--- config.mk ---
export PLATFORM = sky130hd
export DESIGN_NAME = simd_dotp_fu
export DESIGN_NICKNAME = d
export VERILOG_FILES = /design/src/rtl/simd_dotp_pkg.sv /design/src/rtl/simd_dotp_tree_level.sv /design/src/rtl/simd_dotp_fu.sv
export SDC_FILE = /design/constraint.sdc
export NUM_CORES = 1
export LEC_CHECK = 0
export CAP_MARGIN = 20
export CORE_ASPECT_RATIO = 0.8
export CORE_MARGIN = 8
export CORE_UTILIZATION = 50
export DETAILED_ROUTE_END_ITERATION = 8
export GPL_TIMING_DRIVEN = 1
export PLACE_DENSITY_LB_ADDON = 0.25
export RECOVER_POWER = 25
export SYNTH_ARGS = -nofsm -noshare
export SYNTH_HDL_FRONTEND = slang
export SYNTH_SLANG_ARGS = --single-unit
--- constraint.sdc ---
create_clock -name clk_i -period 11.68 [get_ports clk_i]
set_input_delay 3.504 -clock clk_i [delete_from_list [all_inputs] [get_ports clk_i]]
set_output_delay 3.504 -clock clk_i [all_outputs]
set_load 0.02 [all_outputs]
--- src/rtl/simd_dotp_pkg.sv ---
// ============================================================================
// simd_dotp_pkg : op-field positions and width/latency helpers for simd_dotp_fu
// Revision      : 1.0
// ============================================================================
`default_nettype none

package simd_dotp_pkg;

  localparam int SIGN_A = 0;
  localparam int SIGN_B = 1;
  localparam int ACC    = 2;

  // Signed (LANE_W+1)x(LANE_W+1) product width
  function automatic int prod_w(input int lane_w);
    return 2 * lane_w + 2;
  endfunction

  // Input width of adder-tree level lvl (level 0 consumes raw products)
  function automatic int level_w(input int lane_w, input int lvl);
    return 2 * lane_w + 2 + lvl;
  endfunction

  function automatic int latency(input int num_lanes);
    return 2 + $clog2(num_lanes);
  endfunction

endpackage

`default_nettype wire

--- src/rtl/simd_dotp_tree_level.sv ---
// ============================================================================
// simd_dotp_tree_level : one registered level of pairwise signed adds
// Revision             : 1.0
// ============================================================================
`default_nettype none

module simd_dotp_tree_level #(
  parameter int N_IN   = 4,
  parameter int IN_W   = 18,
  parameter int TID_W  = 4,
  parameter int SIDE_W = 33
) (
  input  logic                             clk_i,
  input  logic                             rst_i,
  input  logic                             flush_i,
  input  logic                             valid_i,
  input  logic [TID_W-1:0]                 tid_i,
  input  logic [SIDE_W-1:0]                side_i,
  input  logic [N_IN*IN_W-1:0]             data_i,
  output logic                             valid_o,
  output logic [TID_W-1:0]                 tid_o,
  output logic [SIDE_W-1:0]                side_o,
  output logic [(N_IN/2)*(IN_W+1)-1:0]     data_o
);

  localparam int N_OUT = N_IN / 2;
  localparam int OUT_W = IN_W + 1;

  logic [N_OUT*OUT_W-1:0] sum_d, sum_q;
  logic                   valid_q;
  logic [TID_W-1:0]       tid_q;
  logic [SIDE_W-1:0]      side_q;

  always_comb begin
    sum_d = '0;
    for (int i = 0; i < N_OUT; i++) begin
      sum_d[i*OUT_W +: OUT_W] =
          {data_i[(2*i)*IN_W + IN_W-1],   data_i[(2*i)*IN_W   +: IN_W]}
        + {data_i[(2*i+1)*IN_W + IN_W-1], data_i[(2*i+1)*IN_W +: IN_W]};
    end
  end

  always_ff @(posedge clk_i) begin
    if (rst_i) begin
      valid_q <= 1'b0;
      tid_q   <= '0;
      side_q  <= '0;
      sum_q   <= '0;
    end else begin
      valid_q <= valid_i & ~flush_i;
      // Data only moves with a valid op to avoid needless toggling
      if (valid_i) begin
        tid_q  <= tid_i;
        side_q <= side_i;
        sum_q  <= sum_d;
      end
    end
  end

  assign valid_o = valid_q;
  assign tid_o   = tid_q;
  assign side_o  = side_q;
  assign data_o  = sum_q;

endmodule

`default_nettype wire

--- src/rtl/simd_dotp_fu.sv ---
// ============================================================================
// simd_dotp_fu : pipelined packed-SIMD dot product with optional accumulate
// Revision     : 1.0
// ============================================================================
`default_nettype none

module simd_dotp_fu
  import simd_dotp_pkg::*;
#(
  parameter int XLEN          = 32,
  parameter int NUM_LANES     = 4,
  parameter int LANE_W        = 8,
  parameter int TRANS_ID_BITS = 4,
  parameter int SATURATE      = 1
) (
  input  logic                     clk_i,
  input  logic                     rst_i,
  input  logic                     flush_i,
  input  logic                     valid_i,
  input  logic [2:0]               op_i,
  input  logic [XLEN-1:0]          operand_a_i,
  input  logic [XLEN-1:0]          operand_b_i,
  input  logic [XLEN-1:0]          operand_c_i,
  input  logic [TRANS_ID_BITS-1:0] trans_id_i,
  output logic                     ready_o,
  output logic                     valid_o,
  output logic [XLEN-1:0]          result_o,
  output logic [TRANS_ID_BITS-1:0] trans_id_o
);

  localparam int PW     = prod_w(LANE_W);
  localparam int LEVELS = $clog2(NUM_LANES);
  localparam int TW     = PW + LEVELS;
  // Wide enough for both the tree sum and the addend plus a carry
  localparam int FW     = ((XLEN > TW) ? XLEN : TW) + 2;
  localparam int SIDE_W = XLEN + 1;

  if (NUM_LANES * LANE_W != XLEN) begin : g_chk_width
    $fatal(1, "simd_dotp_fu: NUM_LANES*LANE_W must equal XLEN");
  end
  if (NUM_LANES < 2 || (NUM_LANES & (NUM_LANES - 1)) != 0) begin : g_chk_lanes
    $fatal(1, "simd_dotp_fu: NUM_LANES must be a power of two >= 2");
  end

  assign ready_o = 1'b1;

  // ---------------- S1: lane multiply ----------------
  logic signed [PW-1:0]       a_ext [NUM_LANES];
  logic signed [PW-1:0]       b_ext [NUM_LANES];
  logic [NUM_LANES*PW-1:0]    prod_d, prod_q;
  logic                       s1_valid_q;
  logic [TRANS_ID_BITS-1:0]   s1_tid_q;
  logic [SIDE_W-1:0]          s1_side_q;

  for (genvar i = 0; i < NUM_LANES; i++) begin : g_lane
    assign a_ext[i] = {{(PW-LANE_W){op_i[SIGN_A] & operand_a_i[i*LANE_W + LANE_W-1]}},
                       operand_a_i[i*LANE_W +: LANE_W]};
    assign b_ext[i] = {{(PW-LANE_W){op_i[SIGN_B] & operand_b_i[i*LANE_W + LANE_W-1]}},
                       operand_b_i[i*LANE_W +: LANE_W]};
    assign prod_d[i*PW +: PW] = a_ext[i] * b_ext[i];
  end

  always_ff @(posedge clk_i) begin
    if (rst_i) begin
      s1_valid_q <= 1'b0;
      s1_tid_q   <= '0;
      s1_side_q  <= '0;
      prod_q     <= '0;
    end else begin
      s1_valid_q <= valid_i & ~flush_i;
      if (valid_i) begin
        s1_tid_q  <= trans_id_i;
        s1_side_q <= {op_i[ACC], operand_c_i};
        prod_q    <= prod_d;
      end
    end
  end

  // ---------------- adder tree ----------------
  logic [NUM_LANES*PW-1:0]  lvl_data  [LEVELS+1];
  logic                     lvl_valid [LEVELS+1];
  logic [TRANS_ID_BITS-1:0] lvl_tid   [LEVELS+1];
  logic [SIDE_W-1:0]        lvl_side  [LEVELS+1];

  assign lvl_data[0]  = prod_q;
  assign lvl_valid[0] = s1_valid_q;
  assign lvl_tid[0]   = s1_tid_q;
  assign lvl_side[0]  = s1_side_q;

  for (genvar l = 0; l < LEVELS; l++) begin : g_lvl
    localparam int NIN = NUM_LANES >> l;
    localparam int IW  = level_w(LANE_W, l);
    logic [(NIN/2)*(IW+1)-1:0] dout;

    simd_dotp_tree_level #(
      .N_IN   (NIN),
      .IN_W   (IW),
      .TID_W  (TRANS_ID_BITS),
      .SIDE_W (SIDE_W)
    ) u_level (
      .clk_i   (clk_i),
      .rst_i   (rst_i),
      .flush_i (flush_i),
      .valid_i (lvl_valid[l]),
      .tid_i   (lvl_tid[l]),
      .side_i  (lvl_side[l]),
      .data_i  (lvl_data[l][NIN*IW-1:0]),
      .valid_o (lvl_valid[l+1]),
      .tid_o   (lvl_tid[l+1]),
      .side_o  (lvl_side[l+1]),
      .data_o  (dout)
    );

    assign lvl_data[l+1] = (NUM_LANES*PW)'(dout);
  end

  // ---------------- final: accumulate and clamp ----------------
  logic [TW-1:0]            tree_sum;
  logic [FW-1:0]            sum_ext, c_ext, total;
  logic [XLEN-1:0]          res_d, res_q;
  logic                     out_valid_q;
  logic [TRANS_ID_BITS-1:0] out_tid_q;

  assign tree_sum = lvl_data[LEVELS][TW-1:0];
  assign sum_ext  = {{(FW-TW){tree_sum[TW-1]}}, tree_sum};
  assign c_ext    = lvl_side[LEVELS][XLEN]
                  ? {{(FW-XLEN){lvl_side[LEVELS][XLEN-1]}}, lvl_side[LEVELS][XLEN-1:0]}
                  : '0;
  assign total    = sum_ext + c_ext;

  if (SATURATE != 0) begin : g_sat
    logic ovf;
    // Out of range when the bits above the XLEN sign bit disagree with it
    assign ovf   = total[FW-1:XLEN-1] != {(FW-XLEN+1){total[FW-1]}};
    assign res_d = !ovf          ? total[XLEN-1:0]
                 : total[FW-1]   ? {1'b1, {(XLEN-1){1'b0}}}
                 :                 {1'b0, {(XLEN-1){1'b1}}};
  end else begin : g_wrap
    assign res_d = total[XLEN-1:0];
  end

  always_ff @(posedge clk_i) begin
    if (rst_i) begin
      out_valid_q <= 1'b0;
      out_tid_q   <= '0;
      res_q       <= '0;
    end else begin
      out_valid_q <= lvl_valid[LEVELS] & ~flush_i;
      if (lvl_valid[LEVELS]) begin
        out_tid_q <= lvl_tid[LEVELS];
        res_q     <= res_d;
      end
    end
  end

  assign valid_o    = out_valid_q;
  assign result_o   = out_valid_q ? res_q : '0;
  assign trans_id_o = out_valid_q ? out_tid_q : '0;

endmodule

`default_nettype wire
==> results.toml <==
[clock_tree]
insertion_delay_ns = 0.57
cts_tree = "done"
hold_buffers = 0
cts_sinks = 281
htreeDepth = 1
post-cts-setup-buffers = 0
post_cts_resize_count = 0
cts_inserted_buffers = 29
clockBufferDepth = 3
root_buffer = "clkbuf_16"
cts.clk_slew.worst_paths_ns = 0.06

[run_status]
status = "complete, but fails checks"
violations = "max-capacitance violations, max-slew violations"

[power]
p_comb_share_pct = 53.5
p_switching_mw = 1.76
ir_drop_v = 0.000110
p_clk_share_pct = 21.4
pwr-share-seq_pct = 25.1
leakagePower_nw = 13.4
swShare_pct = 39.3
power.internal_mw = 2.72
power.density_nw_per_um2 = 155
p_total_mw = 4.47

[worst_setup_path]
slowest_stage = "clkdlybuf4s50_1"
cp_cell_sequence = "clkdlybuf4s50_1 -> nand2_1 -> or2_2 -> fa_1 -> fa_1 -> inv_1 -> fa_1 -> fa_1 -> inv_1 -> fa_1 -> inv_1 -> ha_1 -> o21ai_0 -> a21oi_1 -> o21ai_0 -> a21boi_0 -> o21ai_0 -> a21boi_0 -> o21ai_0 -> a21oi_1 -> xnor2_1 -> a211oi_1"
worstPathArrival_ns = 9.75
critPathLaunchType = "primary input"
worstReg2RegStart = "g_lvl[1].u_level.side_o[32]"
crit_start = "op_i[1]"
endpoint_kind = "flip-flop"
max_stage_delay_ns = 0.83
worst-path-max-fanout = 10
cpMostUsedCell = "fa_1"
critical_path_class = "primary input to flip-flop"
required_ns = 12.14
ff2ff_setup_slack_ns = 6.92

[global_route]
antenna_found_initial = 0
grtUsageTotal_pct = 20.3
grt_overflow_total = 0
grt_pass1_vias = 19900
grt_pass1_wl_mm = 102
grt_max_degree = 124

[synth]
syn_avg_cell_area_um2 = 8.83
yosysSeqAreaShare_pct = 21.6
ys_seq_elements = 281
syn_area_um2 = 26100
synthCells = 2951
synth_top_area_share_pct = 21.9
ys.flop_type = "dfxtp_1"
synth_edf_count = 0
synth_area_leader_cell = "fa_1"
yosysUniqueCellTypes = 67
syn-num-nets = 3581
synthTopCellsByArea = "fa_1, dfxtp_1, ha_1"
yosys_warnings = 0
async_reset_ff_share_pct = 0

[finish]
layout.nets = 3627
area_delta_synth_final_pct = 10.9
drive_gt1_share_pct = 3.38

[sta]
fin_worst_skew_ns = 0.0189
slew_headroom_pct = -133
setup-tns-final_ns = 0
maxSlewViolCount = 44
hold_slack_ns = 0.464
worst_slew_pin_slew_ns = 3.49
maxClockFrequency_mhz = 108
min_period_over_period_pct = 79.5
rsz0062_at_grt = "false"
fin_crit_ns = 9.29
hold_violations = 0
setup_viol = 0

[placement]
io_buffers = 143
dp_hpwl_mm = 48.1
gp_congestion = 0.916

[floorplan]
start_util_pct = 50.1
die_area_um2 = 59700
io_pins = 145
core_area_um2 = 52000
die_w_um = 271
fp-row-count = 75
die_y_um = 220

[detailed_routing]
drt-vias-per-instance = 5.30
wirelength_mm = 60.6
route.met3.wl_mm = 2.72
drc = 0
drtIter0Drc = 1139
final_antenna_net_count = 0
wl_met1_mm = 29.7
firstDrtPassIters = 7
route.top_layer_used = "met4"
met2WireLength_mm = 27.3
vias = 19700
avgRoutedWirePerCell_um = 16.3

[worst_hold_path]
min_from = "prod_q[18]"
hp-class = "flip-flop to flip-flop"

[run]
max_cap_violations = 1
power by group through the flow:
stage	Clock [mW]	Combinational, mW	Sequential (mW)
CTS	0.974	2.43	1.12
global placement	0	2.34	1.14
floorplan	0	1.91	1.10
global route	1.02	2.78	1.13
detailed placement	0	2.40	1.14
finish	0.955	2.40	1.12
path summary, 6_finish.rpt:
kind                                   end  depth (start not counted)
worst max-delay path            prod_q[53]                         22
worst min register to register  prod_q[18]                          2
worst max register to register   res_q[30]                         14
worst min-delay path            prod_q[18]                          2
layout by cell type (no fill, tap or decap), types with 14 or more instances in the layout:
| cell type | count |
|---|---|
| fa_1 | 285 |
| inv_1 | 388 |
| dfxtp_1 | 278 |
| clkdlybuf4s50_1 | 141 |
| ha_1 | 238 |
| xnor2_1 | 99 |
| a21o_1 | 29 |
| o21ai_0 | 66 |
| a31oi_1 | 15 |
| nor2b_1 | 20 |
| mux2i_1 | 182 |
| nor2_1 | 343 |
| o21a_1 | 14 |
| clkbuf_16 | 29 |
| a211oi_1 | 32 |
| nand3_1 | 25 |
| a21oi_1 | 105 |
| and2_1 | 190 |
| nor3_1 | 37 |
| nand2_1 | 252 |
| xor2_1 | 24 |
metal layers:
layer / global-route usage (%) / up-vias
li1: - / 9599
met5: 0 / -
met1: 29.3 / 9597
met2: 32.7 / 414
met3: 2.60 / 64
met4: 3.76 / 0
cell families after synthesis:
family | synth area share, %
AOI/OAI and AO/OA | 9.59
DFF | 21.6
buffers and inverters | 7.66
adders and majority gates | 33.3
other | 0.0144
and+or+nand+nor | 16.7
xor gates and xnor gates | 4.17
muxes | 6.99
per-stage QoR:
stage	worst slack [ns]	utilization, %	cells	area (um2)
after global routing	1.95	55.6	3712	28900
after detailed placement	1.82	53.7	3659	27900
final	2.39	55.6	3713	28900
after global placement	1.99	53.7	3659	27900
after CTS	2.39	55.6	3712	28900
after floorplan	3.10	-	2951	26100
cell usage after synthesis (5+ instances only):
cell type	number
o21bai_1	8
a31oi_1	15
a311oi_1	9
a21oi_2	10
nand3b_1	5
buf_1	25
and2_1	190
nand3_1	25
fa_1	285
and3_1	13
o22ai_1	12
o21ai_0	66
nor3b_1	7
nor3_1	37
o31a_1	6
nor2b_1	20
or2_2	12
dfxtp_1	281
a21o_1	29
ha_1	238
clkbuf_1	108
nand2b_1	8
a211oi_2	10
inv_1	388
o211ai_1	12
a21oi_1	105
a211oi_1	32
or3_1	9
a21boi_0	13
nor2_1	343
nand2_1	252
o21a_1	14
xor2_1	25
mux2i_1	182
xnor2_1	99
cell type report:
type / instances / area [um2]
fill: 4765 / 23100
multi-input combinational: 2142 / 18400
sequential: 281 / 5630
timing repair buffer: 152 / 1500
inverter: 391 / 1470
tap: 693 / 867
clock buffer: 40 / 857
clock inverter: 13 / 135
antenna: 1 / 2.50
state kept, by name (all words and copies together) (netlist names):
signal,count
prod_q,72
g_lvl.u_level.side_o,66
g_lvl.u_level.data_o,58
s1_side_q,33
res_q,32
g_lvl.u_level.tid_o,8
out_tid_q,4
s1_tid_q,4
g_lvl.u_level.valid_o,2
s1_valid_q,1
valid_o,1
worst max-delay path: cells and delay by family:
kind	cells	cell delay, ns
and+or+nand+nor	2	0.80
buffers and inverters	4	0.97
xor gates and xnor gates	1	0.15
adders and majority gates	6	2.65
AOI/OAI and AO/OA	9	1.66
Power figures use the tool's default switching activity.
